<file path="config.mk">
export PLATFORM = sky130hd
export DESIGN_NAME = seq_mul
export DESIGN_NICKNAME = d
export VERILOG_FILES = /design/src/rtl/seq_mul_pkg.sv /design/src/rtl/seq_mul_datapath.sv /design/src/rtl/seq_mul.sv
export SDC_FILE = /design/constraint.sdc
export NUM_CORES = 1
export LEC_CHECK = 0
export BUFFER_PORTS_ARGS = -buffer_cell sky130_fd_sc_hd__buf_2
export CAP_MARGIN = 20
export CORE_ASPECT_RATIO = 0.6
export CORE_MARGIN = 5
export CORE_UTILIZATION = 40
export DETAILED_ROUTE_END_ITERATION = 12
export PLACE_DENSITY = 0.57
export SETUP_SLACK_MARGIN = 0.3
export SKIP_LAST_GASP = 1
export SYNTH_ARGS = -nofsm -noshare
export SYNTH_HDL_FRONTEND = slang
export SYNTH_SLANG_ARGS = --single-unit
</file>
<file path="constraint.sdc">
create_clock -name clk -period 5 [get_ports clk]
set_clock_uncertainty 0.1 [all_clocks]
set_input_delay 0 -clock clk [delete_from_list [all_inputs] [get_ports clk]]
set_output_delay 0 -clock clk [all_outputs]
set_load 0.02 [all_outputs]
</file>
<file path="src/rtl/seq_mul_pkg.sv">
// Shared definitions for the sequential shift-and-add multiplier.
package seq_mul_pkg;

   localparam int WIDTH_DEF = 4;

   typedef enum logic {
      IDLE = 1'b0,
      CALC = 1'b1
   } state_t;

endpackage

</file>
<file path="src/rtl/seq_mul_datapath.sv">
// Operand shift registers, accumulator and adder; consumes one multiplier bit per step.
module seq_mul_datapath
   import seq_mul_pkg::*;
#(
   parameter int WIDTH = WIDTH_DEF
) (
   input  logic               clk,
   input  logic               rst_n,
   input  logic               load,
   input  logic               step,
   input  logic [WIDTH-1:0]   a,
   input  logic [WIDTH-1:0]   b,
   output logic [2*WIDTH-1:0] sum
);

   logic [2*WIDTH-1:0] mcand;
   logic [WIDTH-1:0]   mplier;
   logic [2*WIDTH-1:0] acc;

   // Accumulator value after the current step; on the last step this is the product.
   always_comb begin
      sum = acc;
      if (mplier[0]) begin
         sum = acc + mcand;
      end
   end

   always_ff @(posedge clk or negedge rst_n) begin
      if (!rst_n) begin
         mcand  <= '0;
         mplier <= '0;
         acc    <= '0;
      end else if (load) begin
         mcand  <= {{WIDTH{1'b0}}, a};
         mplier <= b;
         acc    <= '0;
      end else if (step) begin
         acc    <= sum;
         mcand  <= mcand << 1;
         mplier <= mplier >> 1;
      end
   end

endmodule

</file>
<file path="src/rtl/seq_mul.sv">
// Unsigned sequential multiplier: IDLE/CALC control, iteration counter and result register.
module seq_mul
   import seq_mul_pkg::*;
#(
   parameter int WIDTH = WIDTH_DEF
) (
   input  logic               clk,
   input  logic               rst_n,
   input  logic               start,
   input  logic [WIDTH-1:0]   a,
   input  logic [WIDTH-1:0]   b,
   output logic [2*WIDTH-1:0] op,
   output logic               busy,
   output logic               done
);

   localparam int CW = $clog2(WIDTH + 1);

   state_t             state, state_next;
   logic [CW-1:0]      cnt;
   logic               load;
   logic               step;
   logic               last;
   logic [2*WIDTH-1:0] sum;

   // Start is only honoured in IDLE, so a request while busy is dropped.
   assign load = (state == IDLE) && start;
   assign step = (state == CALC);
   assign last = step && (cnt == CW'(WIDTH - 1));
   assign busy = step;

   seq_mul_datapath #(
      .WIDTH (WIDTH)
   ) u_datapath (
      .clk   (clk),
      .rst_n (rst_n),
      .load  (load),
      .step  (step),
      .a     (a),
      .b     (b),
      .sum   (sum)
   );

   always_ff @(posedge clk or negedge rst_n) begin
      if (!rst_n) begin
         state <= IDLE;
      end else begin
         state <= state_next;
      end
   end

   always_comb begin
      state_next = state;
      case (state)
         IDLE: if (start) state_next = CALC;
         CALC: if (last)  state_next = IDLE;
         default:         state_next = IDLE;
      endcase
   end

   // op only updates on the final step, so partial sums never reach the output.
   always_ff @(posedge clk or negedge rst_n) begin
      if (!rst_n) begin
         cnt  <= '0;
         op   <= '0;
         done <= 1'b0;
      end else begin
         done <= last;
         if (load) begin
            cnt <= '0;
         end else if (step) begin
            cnt <= cnt + CW'(1);
         end
         if (last) begin
            op <= sum;
         end
      end
   end

endmodule

</file>
==> metrics.csv, run 1 <==
metric,value,unit
post-synthesis sequential area ratio,48.82,%
PwrDens,564.1,mW/mm^2
Slew @ Worst Pin,897.8,ps
worst-path fanout max,3,
FILL cells,386,
Achievable Freq,444.9,MHz
Critical Path RT,5060,ps
area grow syn2layout,18.79,%
met2 Resource Use GR,22.00,%
setup TNS,0,ps
total congestion overflow,0,
CP Launch Point,u_datapath.acc[0],
post-synthesis net count,187,
vias in the first global route,1246,
max_cap viols,0,
CTS Buffer Depth,2,
drt total wl,3.814,mm
most frequent cells in the layout,"33 x dfrtp_1, 21 x nand2_1, 20 x buf_2",
initial antenna violation count,0,
WS Path Type,reg2reg,
Ports,21,
most used routing layer,met2,
DIE WIDTH,93.96,um
# DRC,0,
total CTS buffers,5,
clock sinks,33,
Slew Limit Fails,0,
R2R setup slack,2750,ps
Final period util,44.96,%
core area,0.004099,mm^2
fin crit period,2248,ps
IO Port Bufs,20,
"commonest non-fill, non-tap cell in the layout",dfrtp_1,
Initial Util,41.27,%
routed vias/inst,5.161,
Static Leak,0.9743,nW
CP Launch Type,register,
Peak VDD IR,0.1708,mV
worst endpoint data arrival time,2310,ps
Post-Syn Area per Cell,10.19,um^2
Ys Warns,0,
CP endpoint,op[6],
nets,215,
"Design Area, Final",0.002009,mm^2
Area after DPL,0.001839,mm^2
Yosys reg bits,33,
Iteration-0 DRC Markers,70,
Hold Slack,99.75,ps
Post-Synthesis Cells,166,
"Reg clk slew, reported paths",60,ps
outcome,"finished, final reports clean",
RSZ-0062 raised after global routing,false,
post-route ant nets,0,
CTS tree,yes,
GRT Total Usage,14.84,%
die area,0.005672,mm^2
n_diodes,0,
via count,1316,
DR WL/cell,14.96,um
Hold Path Class,in2reg,
reg-to-reg endpoint,op[6],
first-pass GRT wire length,6.327,mm
Reg2Reg Launch Point,u_datapath.acc[0],
Reg2Reg Depth,7,
DP Wirelength,2.631,mm
Final WS setup,2752,ps
htree depth,2,
Synth cell types,34,
"Cell Area, Synth",0.001692,mm^2
pre-CTS setup slack,2769,ps
gpl congestion,0.8926,
largest net degree at the start of global routing,34,
num rows,18,
first drt pass iteration count,5,
worst relative slew slack,39.92,%
share of cells above drive strength 1,15.38,%
die height,60.37,um
"Clk Latency, worst-skew pair",290,ps
GRT met1 Usage,20.59,%
Finish-stage setup viols,0,
GRT met3 Usage,4.213,%
post-CTS sizing,0,
hold violation total from the final report,0,
CTS root buf,clkbuf_8,
total power,1.134,mW
CP Capture Type,register,
==> cell type report <==
type | instances | area [um^2] | area share, %
Timing Repair Buffer | 30 | 197.7 | 9.838
Clock buffer | 8 | 80.08 | 3.985
Sequential cell | 33 | 825.8 | 41.10
Multi-Input combinational cell | 119 | 812.0 | 40.41
Inverter | 5 | 18.77 | 0.9340
Tap cell | 60 | 75.07 | 3.736
==> logic make-up (layout without fill, tap and decap cells) <==
family                     Yosys count  count (layout)  share of synthesized area (%)
AOI/OAI and AO/OA                   47              47                          17.01
and+or+nand+nor                     43              43                          12.28
DFF                                 33              33                          48.82
muxes                               14              14                          8.284
buffers and inverters               14              43                          3.180
adders and majority gates           10              10                          7.840
xor gates and xnor gates             5               5                          2.589
==> worst min-delay path by stage <==
stage          start                   to  slack (ps)  cells past startpoint
2_1_floorplan  rst_n                 busy        -400                      0
3_3_place_gp   rst_n  u_datapath.mcand[6]         0.8                      1
3_5_place_dp   rst_n  u_datapath.mcand[7]           9                      1
4_1_cts        start  u_datapath.mcand[0]         100                      3
5_1_grt        start  u_datapath.mcand[0]         110                      3
6_report       start  u_datapath.mcand[0]         100                      3
==> worst max-delay path, stage by stage, from the launching register on <==
cell	delay, ps
dfrtp_1	400
ha_1	250
fa_1	410
a21oi_1	220
o21ai_1	80
a21oi_1	260
mux2i_1	130
a211o_1	270
==> layer usage <==
metal | up-vias | share of wire [%]
met5 | - | 0
met4 | 0 | 1.0
met3 | 6 | 5.8
met1 | 624 | 49
li1 | 647 | -
met2 | 39 | 44
==> repair_timing <==
action / in CTS / in global routing
hold buffers: 9 / 0
endpoints found under the hold margin: 41 / 0
buffers inserted: 0 / 0
==> where the power goes <==
part	switching, mW	internal [mW]	leakage (nW)
Combinational	0.287	0.200	0.507
Sequential	0.0916	0.364	0.428
Clock	0.0931	0.0988	0.0395
==> cells in the mapped netlist <==
master     n  area (um^2)
a31oi_1    1        6.260
clkbuf_1   7        26.28
o211ai_1   1        7.510
nand2b_1   1        6.260
a211o_1    1        8.760
o21a_2     1        8.760
a21oi_1    6        30.03
o31a_1     1        8.760
dfrtp_1   33        825.8
o21bai_1   1        7.510
mux2i_1   14        140.1
nor3b_1    1        7.510
nand3b_1   4        30.03
and4_4     1        11.26
fa_1       1        20.02
a21o_1     2        15.01
nand2_1   21        78.83
or3_1      3        18.77
buf_1      1        3.750
nor3_1     2        10.01
o21ai_1    9        45.04
ha_1       9        112.6
nand4_1    1        6.260
buf_2      1        5.000
xor2_1     2        17.52
nand3_1    2        10.01
and3_1     1        6.260
a211oi_2   1        12.51
inv_1      4        15.01
o21ai_0   17        85.08
nor2_1     6        22.52
xnor2_1    3        26.28
inv_2      1        3.750
a22o_1     6        52.55
==> per-stage QoR <==
| step | instances | utilization, % |
|---|---|---|
| after floorplan | 166 | - |
| after global placement | 238 | 44.87 |
| after detailed placement | 238 | 44.87 |
| after CTS | 255 | 49.02 |
| after global routing | 255 | 49.02 |
| final | 255 | 49.02 |
==> flip-flops by register name (all words and copies together), names as in the netlist <==
name and count:
u_datapath.mcand 8, op 8, done 1, u_datapath.mplier 4, cnt 3, busy 1
u_datapath.acc 8
No activity file was read; power rests on OpenSTA's default activity.
==> inputs of run 2 (changes only) <==
ABC_AREA = 1   (was not set)
PLACE_DENSITY = 0.59   (was 0.57)
clock period = 2 ns   (was 5 ns; I/O delays follow)
==> run 2 against run 1 <==
Net effect: fmax up 29%; setup slack worse by 2500 ps; sequential power rose to 2.6 times the previous value; non-clock buffer count up 4; register-to-register slack worse by 2500 ps; wire length up 0.13%; count of clock-buffer cells in the layout unchanged; via count up 5.2%; sequential share of layout area down 2.1 points; total power rose to 2.8 times the previous value; largest cell class unchanged; global-route usage up 0.47 points.
==> metrics.csv, run 2 <==
metric,value,unit
Ys Warns,0,
CP Capture Type,register,
most frequent cells in the layout,"53 x nand2_1, 33 x dfrtp_1, 28 x inv_1",
first-pass GRT wire length,6.479,mm
Final WS setup,257.3,ps
drt total wl,3.819,mm
FILL cells,389,
"area leader, netlist",dfrtp_1,
Yosys reg bits,33,
CTS Buffer Depth,2,
worst-path fanout max,3,
"commonest non-fill, non-tap cell in the layout",nand2_1,
"Clk Latency, worst-skew pair",280,ps
CTS tree,yes,
placed instance count,275,
Achievable Freq,573.8,MHz
Iteration-0 DRC Markers,71,
Critical Path RT,2070,ps
clock sinks,33,
htree depth,2,
largest registers,"op: 8 flops, u_datapath.acc: 8 flops, u_datapath.mcand: 8 flops",
Area after DPL,0.001843,mm^2
sequential share of power,37.3,%
Synth cell types,21,
Hold Path Class,in2reg,
fin crit period,1743,ps
post-synthesis sequential area ratio,49.22,%
"Cell Area, Synth",0.001678,mm^2
Post-Syn Area per Cell,8.517,um^2
Internal,1.820,mW
die area,0.005632,mm^2
Synth top cells by count,"57 x nand2_1, 33 x dfrtp_1, 28 x inv_1, 15 x nand3_1, 13 x o21ai_0",
fin cells,294,
gpl congestion,0.8566,
worst relative slew slack,49.32,%
Slew @ Worst Pin,760.2,ps
post-layout util,51.96,%
Post-synth ARST share,100.0,%
Post-synth EDFFs,0,
Ports,21,
pre-CTS setup slack,173.9,ps
"Design Area, Final",0.002118,mm^2
core area,0.004076,mm^2
DP Wirelength,2.649,mm
Synth Flop Type,dfrtp_1,
initial antenna violation count,0,
post-synthesis net count,218,
top area cells in the synthesized netlist,"dfrtp_1 49%, nand2_1 13%, ha_1 6.7%",
total CTS buffers,5,
total congestion overflow,0,
first drt pass iteration count,4,
Peak VDD IR,0.7402,mV
routed vias/inst,4.711,
vias in the first global route,1336,
Final period util,87.14,%
via count,1385,
Finish-stage setup viols,0,
area grow syn2layout,26.25,%
post-route ant nets,0,
WS Path Type,reg2reg,
most frequent cell after synthesis,nand2_1,
"Reg clk slew, reported paths",60,ps
Slew Limit Fails,0,
Comb power frac,47.7,%
RSZ-0062 raised after global routing,true,
DIE WIDTH,93.61,um
nets,254,
n_diodes,0,
outcome,"finished, final reports clean",
setup TNS,0,ps
largest net degree at the start of global routing,34,
R2R setup slack,260,ps
CP Launch Type,register,
IO Port Bufs,20,
GRT Total Usage,15.31,%
die height,60.17,um
Post-Synthesis Cells,197,
switch share,43.00,%
post-synth top area share,49.22,%
num rows,18,
max_cap viols,0,
hold violation total from the final report,0,
Initial Util,41.16,%
worst endpoint data arrival time,1820,ps
Static Leak,1.024,nW
P_sw,1.373,mW
CTS root buf,clkbuf_8,
share of cells above drive strength 1,21.79,%
DR WL/cell,12.99,um
PwrDens,1507,mW/mm^2
Clock Power Share,15.0,%
# DRC,0,
[run 2: cell count changes in the layout (fill, tap and decap cells not counted), sizes merged, moves of 3 or more]
cell,previous run,this run
o21ai,26,16
o221ai,0,6
nand2,21,57
o22ai,0,6
or2,0,4
nand3,2,16
a22o,6,1
or3,3,0
buf,21,25
mux2i,14,0
a21oi,6,3
inv,5,29
[run 2: worst paths after layout]
kind,from,to,cells after the start
max reg2reg,u_datapath.mcand[0],u_datapath.acc[6],10
max in group asynchronous,rst_n,u_datapath.acc[7],2
min reg2reg,op[2],op[2],2
max,u_datapath.mcand[0],u_datapath.acc[6],10
min in group asynchronous,rst_n,op[7],2
min,start,busy,4
[run 2: cells by family after synthesis]
group                    after synthesis  share of synthesized area (%)
AO/OA/AOI/OAI                         32                          11.56
AND/OR/NAND/NOR                       87                          22.37
buffers and inverters                 34                          8.426
XOR/XNOR                               1                         0.5221
adder cells (fa/ha/maj)               10                          7.905
flip-flops                            33                          49.22
[run 2: metrics by stage]
step                hold slack, ps  total power [mW]
finish                       76.65             3.193
global route                 112.7             3.489
CTS                          70.69             3.053
detailed placement           15.06             2.535
global placement             15.63             2.518
floorplan                   -395.6             2.157
[run 2: per-layer routing]
layer	share of wire (%)	up-vias	routed length (um)	track usage, %
met4	0.86	0	33	5.556
li1	-	712	-	-
met3	6.1	4	234	4.528
met2	36	34	1369	20.12
met1	57	635	2182	23.29
met5	0	-	0	0
[run 2: timing repair]
item                                    in CTS  in global routing
buffers inserted                             1                  1
endpoints found under the setup margin       5                 12
resized for setup                            5                 13
endpoints found under the hold margin       41                  0
hold buffers                                 9                  0
pin swaps                                    4                  8
[run 2: power by group through the flow]
stage | combinational, mW | clock [mW] | sequential [mW]
after floorplan | 0.971 | 0 | 1.19
after global placement | 1.36 | 0 | 1.16
after detailed placement | 1.37 | 0 | 1.16
after CTS | 1.40 | 0.496 | 1.16
after global routing | 1.74 | 0.523 | 1.23
final | 1.52 | 0.480 | 1.19
[run 2: final cells by class]
class,instances,area (um^2),area share [%]
Tap cell,60,75.07,3.544
Multi-Input combinational cell,130,800.8,37.80
Sequential cell,33,825.8,38.98
Inverter,29,108.9,5.139
Timing Repair Buffer,34,227.7,10.75
Clock buffer,8,80.08,3.780
[run 2: worst max-delay path, stage by stage, from the launching register on]
cell	delay (ps)
dfrtp_1	390
ha_2	200
fa_2	340
nand2_2	80
nand2_2	60
nand3b_1	110
nand2_1	60
nand2_1	70
nand3_2	90
nand3_2	90
nand2_1	50
==> inputs of run 3 (changes only) <==
RECOVER_POWER = 100   (was not set)
==> run 3 against run 2 <==
Net effect: global-route usage did not move; via count fell by 0.22%; cell area fell by 1.9%; largest power group unchanged; count of clock-buffer cells in the layout did not move; fmax fell by 1.6%; clock power rose by 1%; die area did not move; flip-flop and latch count did not move; core utilization fell by 0.98 points; combinational power fell by 5%; non-clock buffer count did not move; critical path type unchanged; hold slack barely moved.
==> metrics.csv, run 3 (same netlist as run 2, synthesis figures left out) <==
metric,value,unit
drt total wl,3.802,mm
die height,60.17,um
gpl congestion,0.8566,
Ports,21,
DR WL/cell,12.93,um
worst relative slew slack,44.27,%
via count,1382,
hold violation total from the final report,0,
WL met1,2.126,mm
max_cap viols,0,
CP Capture Type,register,
DIE WIDTH,93.61,um
met3 WL,283,um
CP endpoint,u_datapath.acc[6],
die area,0.005632,mm^2
Critical Path RT,2080,ps
Slew Limit Fails,0,
num rows,18,
Reg2Reg Depth,10,
R2R setup slack,230,ps
Finish-stage setup viols,0,
outcome,"finished, final reports clean",
GRT Total Usage,15.31,%
RSZ-0062 raised after global routing,true,
nets,254,
n_diodes,0,
"Design Area, Final",0.002078,mm^2
Reg2Reg Launch Point,u_datapath.mcand[0],
area grow syn2layout,23.86,%
clock sinks,33,
post-route ant nets,0,
worst-path fanout max,3,
Achievable Freq,564.4,MHz
IO Port Bufs,20,
Static Leak,0.9825,nW
routed vias/inst,4.701,
PwrDens,1504,mW/mm^2
Final period util,88.58,%
CTS tree,yes,
"Clk Latency, worst-skew pair",290,ps
CTS Buffer Depth,2,
Slew @ Worst Pin,835.9,ps
met2 routed WL,1.342,mm
fin crit period,1772,ps
CTS root buf,clkbuf_8,
Initial Util,41.16,%
most frequent cells in the layout,"54 x nand2_1, 33 x dfrtp_1, 28 x inv_1",
Hold Path Class,in2reg,
first-pass GRT wire length,6.479,mm
reg-to-reg endpoint,u_datapath.acc[6],
CP Launch Point,u_datapath.mcand[0],
CP Launch Type,register,
setup TNS,0,ps
largest net degree at the start of global routing,34,
total congestion overflow,0,
vias in the first global route,1336,
Peak VDD IR,0.7382,mV
htree depth,2,
worst endpoint data arrival time,1850,ps
post-layout util,50.98,%
first drt pass iteration count,4,
"Reg clk slew, reported paths",70,ps
DP Wirelength,2.649,mm
total CTS buffers,5,
# DRC,0,
Area after DPL,0.001843,mm^2
WS Path Type,reg2reg,
DR top layer,met4,
share of cells above drive strength 1,14.53,%
"commonest non-fill, non-tap cell in the layout",nand2_1,
core area,0.004076,mm^2
largest registers,"op: 8 flops, u_datapath.acc: 8 flops, u_datapath.mcand: 8 flops",
Iteration-0 DRC Markers,80,
Hold Slack,76.60,ps
initial antenna violation count,0,
==> run 3: changes by cell type in the layout (fill, tap and decap cells not counted), sizes merged <==
cell / delta
buf: -13
clkbuf: +13
==> run 3: area by class of cell <==
| cell class | count | area, um^2 |
|---|---|---|
| multi-input cells | 130 | 780.7 |
| well taps | 60 | 75.07 |
| clock buffers | 8 | 80.08 |
| repair buffers | 34 | 207.7 |
| fillers | 400 | 1998 |
| inverters | 29 | 108.9 |
| flip-flops and latches | 33 | 825.8 |
==> run 3: per-stage QoR <==
stage          setup WS [ps]  std cells  power, mW
2_1_floorplan          308.7        197      2.157
3_3_place_gp           218.7        275      2.518
3_5_place_dp           173.9        275      2.535
4_1_cts                261.1        293      3.053
5_1_grt                81.03        294      3.426
6_report               228.3        294      3.126
==> run 3: report_power, final <==
part           switching, mW  internal [mW]
sequential             0.257          0.931
combinational          0.856          0.595
clock                  0.239          0.247
total                   1.35           1.77
==> run 3: worst min-delay path by stage <==
| stage | startpoint | endpoint | slack (ps) | cells past startpoint |
|---|---|---|---|---|
| after floorplan | rst_n | busy | -400 | 0 |
| after global placement | rst_n | op[7] | 20 | 1 |
| after detailed placement | rst_n | op[7] | 20 | 1 |
| after CTS | start | busy | 70 | 4 |
| after global routing | start | u_datapath.mplier[3] | 150 | 5 |
| final | start | u_datapath.mplier[3] | 80 | 5 |
==> run 3: worst max-delay path, stage by stage (launching register included) <==
cell,delay (ps)
dfrtp_1,390
ha_1,230
fa_2,350
nand2_2,80
nand2_2,60
nand3b_1,110
nand2_1,60
nand2_1,70
nand3_2,70
nand3_1,100
nand2_1,50
==> run 3: what timing repair did <==
action	4_1_cts	5_1_grt
resized for setup	5	13
endpoints found under the setup margin	5	12
endpoints found under the hold margin	41	0
pin swaps	4	8
setup buffers	1	1
hold buffers	9	0
==> run 3: metal layers <==
metal  global-route usage (%)  vias up
li1                         -      713
met3                    4.528        6
met5                        0        -
met4                    5.556        0
met1                    23.29      624
met2                    20.12       39
